==> config.mk <==
export PLATFORM = sky130hd
export DESIGN_NAME = mem_load_store_unit
export DESIGN_NICKNAME = d
export VERILOG_FILES = /design/src/rtl/mem_load_store_unit.sv
export SDC_FILE = /design/constraint.sdc
export NUM_CORES = 1
export LEC_CHECK = 0
export CORE_MARGIN = 2
export CORE_UTILIZATION = 49
export DETAILED_ROUTE_END_ITERATION = 7
export GPL_TIMING_DRIVEN = 0
export PLACE_DENSITY_LB_ADDON = 0.3
export SLEW_MARGIN = 10
export SYNTH_ARGS = -nofsm -noshare
export SYNTH_HDL_FRONTEND = slang
export SYNTH_SLANG_ARGS = --single-unit
==> constraint.sdc <==
create_clock -name clock -period 3.25 [get_ports clock]
set_input_delay 0.65 -clock clock [delete_from_list [all_inputs] [get_ports clock]]
set_output_delay 0.65 -clock clock [all_outputs]
set_load 0.05 [all_outputs]
==> src/rtl/mem_load_store_unit.sv <==
// Byte-addressed load/store front end for a word-addressed memory: lane extract, sign/zero extend, sb/sh read-modify-write.
// Latency from accept: load 3, sw 3, sb/sh 5, accept-time error 1; one request in flight, req_ready is low from accept until DONE ends.
module mem_load_store_unit #(
   parameter int WORD_SIZE      = 32,
   parameter int MEMORY_SIZE    = 1024,
   parameter int TIMEOUT_CYCLES = 8
) (
   input  logic                 clock,
   input  logic                 reset,
   input  logic                 req_valid,
   output logic                 req_ready,
   input  logic                 req_write,
   input  logic [1:0]           req_size,
   input  logic                 req_unsigned,
   input  logic [WORD_SIZE-1:0] req_address,
   input  logic [WORD_SIZE-1:0] req_wdata,
   output logic                 resp_valid,
   output logic [WORD_SIZE-1:0] resp_data,
   output logic [1:0]           resp_err,
   output logic                 mem_start,
   output logic                 mem_write_enabled,
   output logic [WORD_SIZE-1:0] mem_address,
   output logic [WORD_SIZE-1:0] mem_input_data,
   input  logic                 mem_valid,
   input  logic [WORD_SIZE-1:0] mem_output_data,
   input  logic                 mem_err_invalid_address
);

   localparam int CNT_W = $clog2(TIMEOUT_CYCLES + 1);

   typedef enum logic [2:0] {
      IDLE, READ_ISSUE, READ_WAIT, WRITE_ISSUE, WRITE_RELEASE, DONE
   } state_t;

   state_t               state;
   logic                 op_write;
   logic [1:0]           op_size;
   logic                 op_unsigned;
   logic [1:0]           op_lane;
   logic [15:0]          op_wdata;
   logic [CNT_W-1:0]     wait_cnt;

   logic                 misaligned;
   logic                 out_of_range;
   logic [WORD_SIZE-1:0] word_index;

   assign word_index   = {2'b00, req_address[WORD_SIZE-1:2]};
   assign misaligned   = (req_size == 2'b11) ||
                         (req_size == 2'b01 && req_address[0]) ||
                         (req_size == 2'b10 && req_address[1:0] != 2'b00);
   assign out_of_range = word_index >= WORD_SIZE'(MEMORY_SIZE);

   // Big-endian lanes: byte 0 is the most significant byte of the word.
   function automatic logic [WORD_SIZE-1:0] extract(input logic [WORD_SIZE-1:0] w,
                                                    input logic [1:0] size,
                                                    input logic [1:0] lane,
                                                    input logic uns);
      logic [7:0]  b;
      logic [15:0] h;
      case (lane)
         2'd0:    b = w[31:24];
         2'd1:    b = w[23:16];
         2'd2:    b = w[15:8];
         default: b = w[7:0];
      endcase
      h = lane[1] ? w[15:0] : w[31:16];
      case (size)
         2'b00:   extract = {{24{b[7] & ~uns}}, b};
         2'b01:   extract = {{16{h[15] & ~uns}}, h};
         default: extract = w;
      endcase
   endfunction

   function automatic logic [WORD_SIZE-1:0] merge(input logic [WORD_SIZE-1:0] w,
                                                  input logic [1:0] size,
                                                  input logic [1:0] lane,
                                                  input logic [15:0] d);
      logic [WORD_SIZE-1:0] m;
      m = w;
      if (size == 2'b01) begin
         if (lane[1]) m[15:0]  = d;
         else         m[31:16] = d;
      end else begin
         case (lane)
            2'd0:    m[31:24] = d[7:0];
            2'd1:    m[23:16] = d[7:0];
            2'd2:    m[15:8]  = d[7:0];
            default: m[7:0]   = d[7:0];
         endcase
      end
      merge = m;
   endfunction

   always_ff @(posedge clock) begin
      if (reset) begin
         state             <= IDLE;
         req_ready         <= 1'b1;
         resp_valid        <= 1'b0;
         resp_data         <= '0;
         resp_err          <= 2'd0;
         mem_start         <= 1'b0;
         mem_write_enabled <= 1'b0;
         mem_address       <= '0;
         mem_input_data    <= '0;
         op_write          <= 1'b0;
         op_size           <= 2'b00;
         op_unsigned       <= 1'b0;
         op_lane           <= 2'b00;
         op_wdata          <= '0;
         wait_cnt          <= '0;
      end else begin
         case (state)
            IDLE: if (req_valid) begin
               req_ready      <= 1'b0;
               op_write       <= req_write;
               op_size        <= req_size;
               op_unsigned    <= req_unsigned;
               op_lane        <= req_address[1:0];
               op_wdata       <= req_wdata[15:0];
               mem_address    <= word_index;
               mem_input_data <= req_wdata;
               resp_data      <= '0;
               resp_err       <= 2'd0;
               if (misaligned) begin
                  state      <= DONE;
                  resp_valid <= 1'b1;
                  resp_err   <= 2'd1;
               end else if (out_of_range) begin
                  state      <= DONE;
                  resp_valid <= 1'b1;
                  resp_err   <= 2'd2;
               end else if (req_write && req_size == 2'b10) begin
                  state             <= WRITE_ISSUE;
                  mem_start         <= 1'b1;
                  mem_write_enabled <= 1'b1;
               end else begin
                  state     <= READ_ISSUE;
                  mem_start <= 1'b1;
               end
            end
            READ_ISSUE: begin
               state     <= READ_WAIT;
               mem_start <= 1'b0;
               wait_cnt  <= '0;
            end
            // mem_valid may still be high from an earlier read, so it is only trusted here.
            READ_WAIT: begin
               if (mem_err_invalid_address) begin
                  state      <= DONE;
                  resp_valid <= 1'b1;
                  resp_err   <= 2'd2;
               end else if (mem_valid) begin
                  if (op_write) begin
                     state             <= WRITE_ISSUE;
                     mem_input_data    <= merge(mem_output_data, op_size, op_lane, op_wdata);
                     mem_start         <= 1'b1;
                     mem_write_enabled <= 1'b1;
                  end else begin
                     state      <= DONE;
                     resp_valid <= 1'b1;
                     resp_data  <= extract(mem_output_data, op_size, op_lane, op_unsigned);
                  end
               end else if (wait_cnt == CNT_W'(TIMEOUT_CYCLES - 1)) begin
                  state      <= DONE;
                  resp_valid <= 1'b1;
                  resp_err   <= 2'd3;
               end else begin
                  wait_cnt <= wait_cnt + 1'b1;
               end
            end
            WRITE_ISSUE: begin
               state     <= WRITE_RELEASE;
               mem_start <= 1'b0;
            end
            WRITE_RELEASE: begin
               state             <= DONE;
               mem_write_enabled <= 1'b0;
               resp_valid        <= 1'b1;
            end
            DONE: begin
               state      <= IDLE;
               resp_valid <= 1'b0;
               req_ready  <= 1'b1;
            end
            default: begin
               state             <= IDLE;
               req_ready         <= 1'b1;
               resp_valid        <= 1'b0;
               mem_start         <= 1'b0;
               mem_write_enabled <= 1'b0;
            end
         endcase
      end
   end

endmodule

==> reports/metrics.cfg <==
[logic_synthesis]
yosysTopAreaCell = dfxtp_1
yosysTopAreaCellShare_pct = 42.46
synthXorXnorAreaFrac_pct = 0
postSynth.asyncResetShare_pct = 0
yosys.area_share.simple_pct = 16.95
synth_area_leaders = dfxtp_1 42%, nand2_1 8.3%, a21oi_1 5.8%
synth_fa_ha_area_share_pct = 0.2057
yosysSeqAreaShare_pct = 42.46
synth_top_family_by_area = compound AO/OA/AOI/OAI gates
synthDistinctLibCells = 58
ys_ff_latch = 129
syn_area_per_cell_sq_um = 8.298
syn_inst = 733
synth_enable_flop_cells = 0
synth_compound_gate_area_share_pct = 31.70
syn_area_sq_um = 6082
ys.flop_type = dfxtp_1
yosysWarnings = 0
muxShareOfSynthArea_pct = 2.222

[critical_path]
critical_path_class = in -> reg
max_stage_delay_ns = 0.55
cp.required_ns = 3.62
critPathMaxFanout = 10
crit_family = simple AND/OR/NAND/NOR gates
critPathBufInv = 2
critPathCaptureType = register
arrival_ns = 3.06
cp-start-kind = primary input
path_cells = clkdlybuf4s50_1 > or3b_4 > nor4_4 > a21boi_2 > buf_4 > a22o_1
cpMaxStageDelayCell = clkdlybuf4s50_1

[timing]
max_freq_ghz = 0.3721
slew_headroom_pct = 30.81
finalSetupTns_ns = 0
tightest_slew_ns = 1.030
fin_crit_ns = 2.688
rsz0062_at_grt = false
drv_slew = 0
finalSetupViolations = 0
hold_violations = 0
period_share_pct = 82.70
skew_ns = 0.007350
timing.hold.ws_ns = 0.4523

[drt]
route.vias.total = 6771
routedWlPerCell_um = 18.63
avgViaCountPerCell = 5.955
detail-route-antenna-nets = 0
drt_iter0_drc = 815
wirelength_um = 21190
drc = 0
drt_first_pass_iters = 6

[floorplanning]
num_rows = 40
die-area_sq_um = 13320
initial_core_util_pct = 50.43
fp.dieW_um = 115.4
coreArea_sq_um = 12060
ioPinCount = 207
dieHeight_um = 115.4

[clocking]
post_cts_resized = 0
clockBufferDepth = 2
cts_tree = done
ctsRootBufferMaster = clkbuf_16
cts-buffers-inserted = 17
clkLatencyLatePin_ns = 0.43
hold_buffers = 0
cts_max_level = 4
cts_sinks = 129
cts_setup_buffers = 0
clk_pin_slew_ns = 0.06

[grt]
grt_pass1_vias = 6126
antenna_found_initial = 0
grt_use_total_pct = 31.16
grt_pass1_wl_um = 32280
overflow = 0
grt_start_max_net_pins = 17

[placed_design]
dp_hpwl_um = 15390
routabilityCongestion = 0.9387
portBuffers = 203
dp.cells = 1105
place_area_sq_um = 8328

[power]
power.share.switching_pct = 31.32
intPower_mw = 3.594
fin_total_pwr_mw = 5.232
power_frac_comb_pct = 24.7
p_seq_share_pct = 34.0
power_density_nw_per_um2 = 581.7
clkPwrFrac_pct = 41.4
ir_drop_mv = 0.4158
power_switching_mw = 1.639
p_leak_nw = 3.447

[run]
drv_cap = 0

[final_layout]
fin_cells = 1137
drive_gt1_share_pct = 5.573
num-fill-cells = 906
antenna_cells = 0
area_growth_pct = 47.89
final_cell_area_sq_um = 8995
fin_nets = 1062

[outcome]
status = finished clean

[worst_hold_path]
hp-class = reg -> reg

## through the flow
step	setup slack, ns	utilization, %
after global routing	0.4805	74.57
final	0.5622	74.57
after global placement	0.2396	69.05
after detailed placement	0.2366	69.05
after floorplan	1.147	-
after CTS	0.6451	74.57
## power by group through the flow
stage / clock [mW] / sequential [mW] / combinational (mW)
CTS: 2.16 / 1.77 / 1.27
finish: 2.16 / 1.78 / 1.29
detailed placement: 0 / 1.80 / 1.26
global route: 2.24 / 1.79 / 1.37
global placement: 0 / 1.80 / 1.24
floorplan: 0 / 2.09 / 0.490
## layout make-up
| type | instances | area [sq um] | share of cell area (%) |
|---|---|---|---|
| flip-flops and latches | 129 | 2582 | 28.71 |
| well taps | 168 | 210.2 | 2.337 |
| multi-input cells | 505 | 3114 | 34.62 |
| clock inverters | 14 | 237.7 | 2.643 |
| repair buffers | 203 | 2032 | 22.59 |
| clock buffers | 18 | 429.2 | 4.771 |
| inverters | 40 | 150.1 | 1.669 |
| plain buffers | 60 | 239.0 | 2.657 |
## path summary, 6_finish.rpt
check	slack (ns)	depth (start not counted)	endpoint	from
min reg2reg	0.45	2	mem_address[3]	mem_address[3]
max reg2reg	0.67	6	mem_input_data[22]	state[1]
max	0.56	6	resp_data[16]	mem_err_invalid_address
min	0.45	2	mem_address[3]	mem_address[3]
## sequential cells by signal, indices dropped and copies added (netlist names), 2 cells and up
signal	flops
op_wdata	16
resp_err	2
wait_cnt	4
state	3
op_lane	2
mem_address	30
op_size	2
resp_data	32
mem_input_data	32
## worst register-to-register path, cell delays in order (launching register included)
cell       delay, ns
dfxtp_1         0.43
buf_2           0.26
inv_1           0.18
nor3_1          0.82
clkbuf_1        0.42
o211a_1         0.27
o2bb2ai_1       0.09
## synth_stat cells (6+ instances only)
cell	n
a32oi_1	6
o2bb2ai_1	16
clkbuf_1	51
dfxtp_1	129
and2_1	7
or3b_2	8
o211ai_1	17
o211a_1	16
nor2_1	16
mux2i_1	9
o21ai_0	40
a221oi_1	16
nand3_1	13
a22o_1	16
nand2_1	135
inv_1	40
a221o_1	15
o31ai_1	11
a21oi_1	71
nor3_1	10
a21o_1	18
## logic make-up after synthesis
| kind of cell | Yosys count |
|---|---|
| AND/OR/NAND/NOR | 218 |
| multiplexers | 12 |
| adder cells (fa/ha/maj) | 1 |
| buffers and inverters | 100 |
| flip-flops | 129 |
| AO/OA/AOI/OAI | 272 |
| other | 1 |
## metal layers
metal | GRT usage, % | wire length (um) | up-vias
met2 | 47.80 | 9614 | 423
met3 | 6.904 | 2023 | 59
li1 | - | - | 3118
met5 | 0 | 0 | -
met1 | 42.45 | 8888 | 3171
met4 | 13.25 | 661 | 0
## layout by cell type (no fill, tap or decap), drive strengths merged, types with 4 or more instances in the layout
master,Yosys,layout
clkdlybuf4s50,0,203
or3b,10,10
clkinv,0,4
a221o,15,15
o21a,4,4
buf,9,9
a221oi,16,16
and2,7,7
o2bb2ai,16,16
nand2,135,135
mux2i,9,9
nor2,16,16
nor3,10,10
bufinv,0,6
dfxtp,129,129
clkbuf,51,69
nand2b,5,5
inv,40,40
o211a,16,16
o21ai,42,42
nand3,13,13
a22o,16,16
nor4,6,6
clkinvlp,0,4
a32o,4,4
a211oi,4,4
a31oi,4,4
nor2b,5,5
o211ai,17,17
a32oi,6,6
a21o,18,18
o31ai,11,11
a21oi,71,71
(Power assumes the default switching activity.)
==> edit: new RTL, same settings <==
Put one more register stage on the output `resp_err`, cleared by the reset. The value now appears one clock later. The other outputs are not delayed to match.
--- a/src/rtl/mem_load_store_unit.sv
+++ b/src/rtl/mem_load_store_unit.sv
@@ -33,4 +33,6 @@
    } state_t;
 
+   logic [1:0] resp_err_s0;
+
    state_t               state;
    logic                 op_write;
@@ -98,5 +100,5 @@
          resp_valid        <= 1'b0;
          resp_data         <= '0;
-         resp_err          <= 2'd0;
+         resp_err_s0       <= 2'd0;
          mem_start         <= 1'b0;
          mem_write_enabled <= 1'b0;
@@ -121,13 +123,13 @@
                mem_input_data <= req_wdata;
                resp_data      <= '0;
-               resp_err       <= 2'd0;
+               resp_err_s0    <= 2'd0;
                if (misaligned) begin
                   state      <= DONE;
                   resp_valid <= 1'b1;
-                  resp_err   <= 2'd1;
+                  resp_err_s0 <= 2'd1;
                end else if (out_of_range) begin
                   state      <= DONE;
                   resp_valid <= 1'b1;
-                  resp_err   <= 2'd2;
+                  resp_err_s0 <= 2'd2;
                end else if (req_write && req_size == 2'b10) begin
                   state             <= WRITE_ISSUE;
@@ -149,5 +151,5 @@
                   state      <= DONE;
                   resp_valid <= 1'b1;
-                  resp_err   <= 2'd2;
+                  resp_err_s0 <= 2'd2;
                end else if (mem_valid) begin
                   if (op_write) begin
@@ -164,5 +166,5 @@
                   state      <= DONE;
                   resp_valid <= 1'b1;
-                  resp_err   <= 2'd3;
+                  resp_err_s0 <= 2'd3;
                end else begin
                   wait_cnt <= wait_cnt + 1'b1;
@@ -194,4 +196,12 @@
    end
 
+   always_ff @(posedge clock) begin
+      if (reset) begin
+         resp_err <= '0;
+      end else begin
+         resp_err <= resp_err_s0;
+      end
+   end
+
 endmodule
 
Check against the original RTL: not equivalent (a bounded check fails within 4 cycles, from zero or initial values and one cycle with reset high).
==> edit against the original RTL <==
Wire length rose by 0.19%. Total power rose by 2.6%. Area after synthesis fell by 0.10%. Combinational power rose by 16%. Sequential cell count rose by 2. Highest routed layer unchanged. First-iteration DRC count fell by 12%. Setup slack improved by 160 ps. Count of clock-buffer cells in the layout fell by 1. Design area fell by 0.33%. Global-route usage rose by 0.67 points. Core utilization fell by 0.25 points. Critical path type unchanged.
==> edit: results (changes against the original RTL) <==
.. list-table::
   :header-rows: 1

   * - Metric
     - Value
   * - Predominant post-synthesis flop cell
     - sky130_fd_sc_hd__dfxtp_1
   * - Sum of net half-perimeters after detailed placement
     - 15.9 mm (+3.1%)
   * - Number of buffers created by CTS
     - 17 (unchanged)
   * - Registers with the most flip-flops
     - mem_input_data x32, resp_data x32, mem_address x30
   * - Antenna fix cells
     - 0 (unchanged)
   * - Outcome
     - complete, no violations
   * - Number of global-route vias before repair
     - 6365 (+3.9%)
   * - CTS Hold Buffers Added
     - 0 (unchanged)
   * - Aggregate routed wire length
     - 21.2 mm (+0.19%)
   * - Max FO, Critical Path
     - 10 (unchanged)
   * - Pin count of the biggest net entering global routing
     - 17 (unchanged)
   * - List of most frequent post-synthesis cells
     - sky130_fd_sc_hd__nand2_1 (171), sky130_fd_sc_hd__dfxtp_1 (131), sky130_fd_sc_hd__a21oi_1 (117), sky130_fd_sc_hd__nor2_1 (64), sky130_fd_sc_hd__clkbuf_1 (39)
   * - Max rail drop VDD
     - 0.000450 V (+8.3%)
   * - Worst max-slew margin expressed relative to the limit
     - 51.7% (+21 points)
   * - Fraction of layout cells with a size suffix above 1
     - 6.23% (+0.66 points)
   * - Total routing resource utilization after global routing
     - 31.8% (+0.67 points)
   * - Worst-Skew Late Latency
     - 430 ps (about the same)
   * - Number of gates resized after CTS
     - 0 (unchanged)
   * - Cell variety after synth
     - 61 (+5.2%)
   * - Worst-case clock skew
     - 8.38 ps (+1.03 ps)
   * - Crit path DAT
     - 2870 ps (-190 ps)
   * - Wire length of the first global-routing pass
     - 32.6 mm (+0.90%)
   * - Synth warn
     - 0 (unchanged)
   * - Area after detailed placement
     - 0.00833 mm^2 (about the same)
   * - CP max stage cell
     - sky130_fd_sc_hd__clkdlybuf4s50_1
   * - Number of levels the H-tree was split into
     - 4 (unchanged)
   * - Routed via count
     - 6745 (-0.38%)
   * - CP peak stage delay
     - 650 ps (+100 ps)
   * - Cell at the root of the clock tree
     - sky130_fd_sc_hd__clkbuf_16
   * - Lkg Pwr
     - 3.31 nW (-4.0%)
   * - Worst hold path class
     - reg2reg
   * - CTS max path bufs
     - 2 (unchanged)
   * - Initial antenna violation count
     - 0 (unchanged)
   * - Number of buffers inserted to repair setup after CTS
     - 0 (unchanged)
   * - Ys async rst share
     - 0% (unchanged)
   * - CTS clock-pin slew for the worst setup and hold paths
     - 60 ps (about the same)
   * - Buffers added on ports
     - 204 (+0.49%)
   * - GPL Wtd Cong
     - 0.939 (unchanged)
   * - Worst setup timing slack at the placement stage
     - 343 ps (+107 ps)
   * - Dominant cells by area after synthesis
     - sky130_fd_sc_hd__dfxtp_1 (43%), sky130_fd_sc_hd__nand2_1 (11%), sky130_fd_sc_hd__a21oi_1 (9.6%)
   * - Sequential fraction of the synthesis area
     - 43.2% (+0.70 points)
   * - Net count, final
     - 1104 (+4.0%)
   * - Pre-antenna DRT Iters
     - 5 (-1)
   * - Top cell family by delay on the critical path
     - buffers and inverters
   * - Initial detailed-routing violation count
     - 718 (-12%)
## edit: cell count changes after synthesis, moves of 23 or more
cell                       before  now
sky130_fd_sc_hd__nor2_1        16   64
sky130_fd_sc_hd__a21oi_1       71  117
sky130_fd_sc_hd__inv_1         40    4
sky130_fd_sc_hd__nand2_1      135  171
sky130_fd_sc_hd__o221ai_1       0   23
## edit: report_power, final
group	internal, W	switching, W
clock	0.00129	0.000759
combinational	0.000522	0.000972
sequential	0.00174	0.0000850
total	0.00355	0.00182
## edit: logic make-up (layout without fill, tap and decap cells)
| logic type | Yosys count | in the layout | synth area share (%) |
|---|---|---|---|
| muxes | 24 | 24 | 4.16 |
| adders and majority gates | 1 | 1 | 0.206 |
| AOI/OAI and AO/OA | 241 | 241 | 25.1 |
| DFF | 131 | 131 | 43.2 |
| other | 1 | 2 | 0.0617 |
| and+or+nand+nor | 309 | 309 | 22.7 |
| buffers and inverters | 67 | 303 | 4.61 |
## edit: worst paths after layout
kind / from / to / slack (ps) / cells after the start
worst min register to register: resp_data[5] / resp_data[5] / 430 / 2
worst max-delay path: mem_valid / mem_input_data[29] / 720 / 7
worst max register to register: state[2] / resp_data[12] / 1010 / 7
worst min-delay path: resp_data[5] / resp_data[5] / 430 / 2
## edit: area by class of cell
class | count | area (um^2)
buffer | 63 | 265
clock buffer | 17 | 425
clock inverter | 15 | 208
fill | 946 | 3100
inverter | 4 | 15.0
multi-input combinational | 577 | 3180
sequential | 131 | 2620
tap | 168 | 210
timing repair buffer | 204 | 2040
## edit: metal layers
layer	vias up	part of all wire, %	global-route usage [%]
met3	67	12	11.4
met1	3090	41	39.6
met5	-	0	0
met4	0	3.3	15.3
met2	388	45	49.1
li1	3200	-	-
## edit: worst register-to-register path, stage by stage, from the launching register on
cell,delay (ps)
sky130_fd_sc_hd__dfxtp_1,300
sky130_fd_sc_hd__clkbuf_1,160
sky130_fd_sc_hd__nor3_1,260
sky130_fd_sc_hd__and2_1,150
sky130_fd_sc_hd__clkbuf_1,440
sky130_fd_sc_hd__nor3b_1,200
sky130_fd_sc_hd__buf_2,250
sky130_fd_sc_hd__a221o_1,360
## edit: metrics by stage
step	instances	util, %
finish	1179	74.3
global route	1179	74.3
CTS	1179	74.3
detailed placement	1147	69.1
global placement	1147	69.1
floorplan	775	-
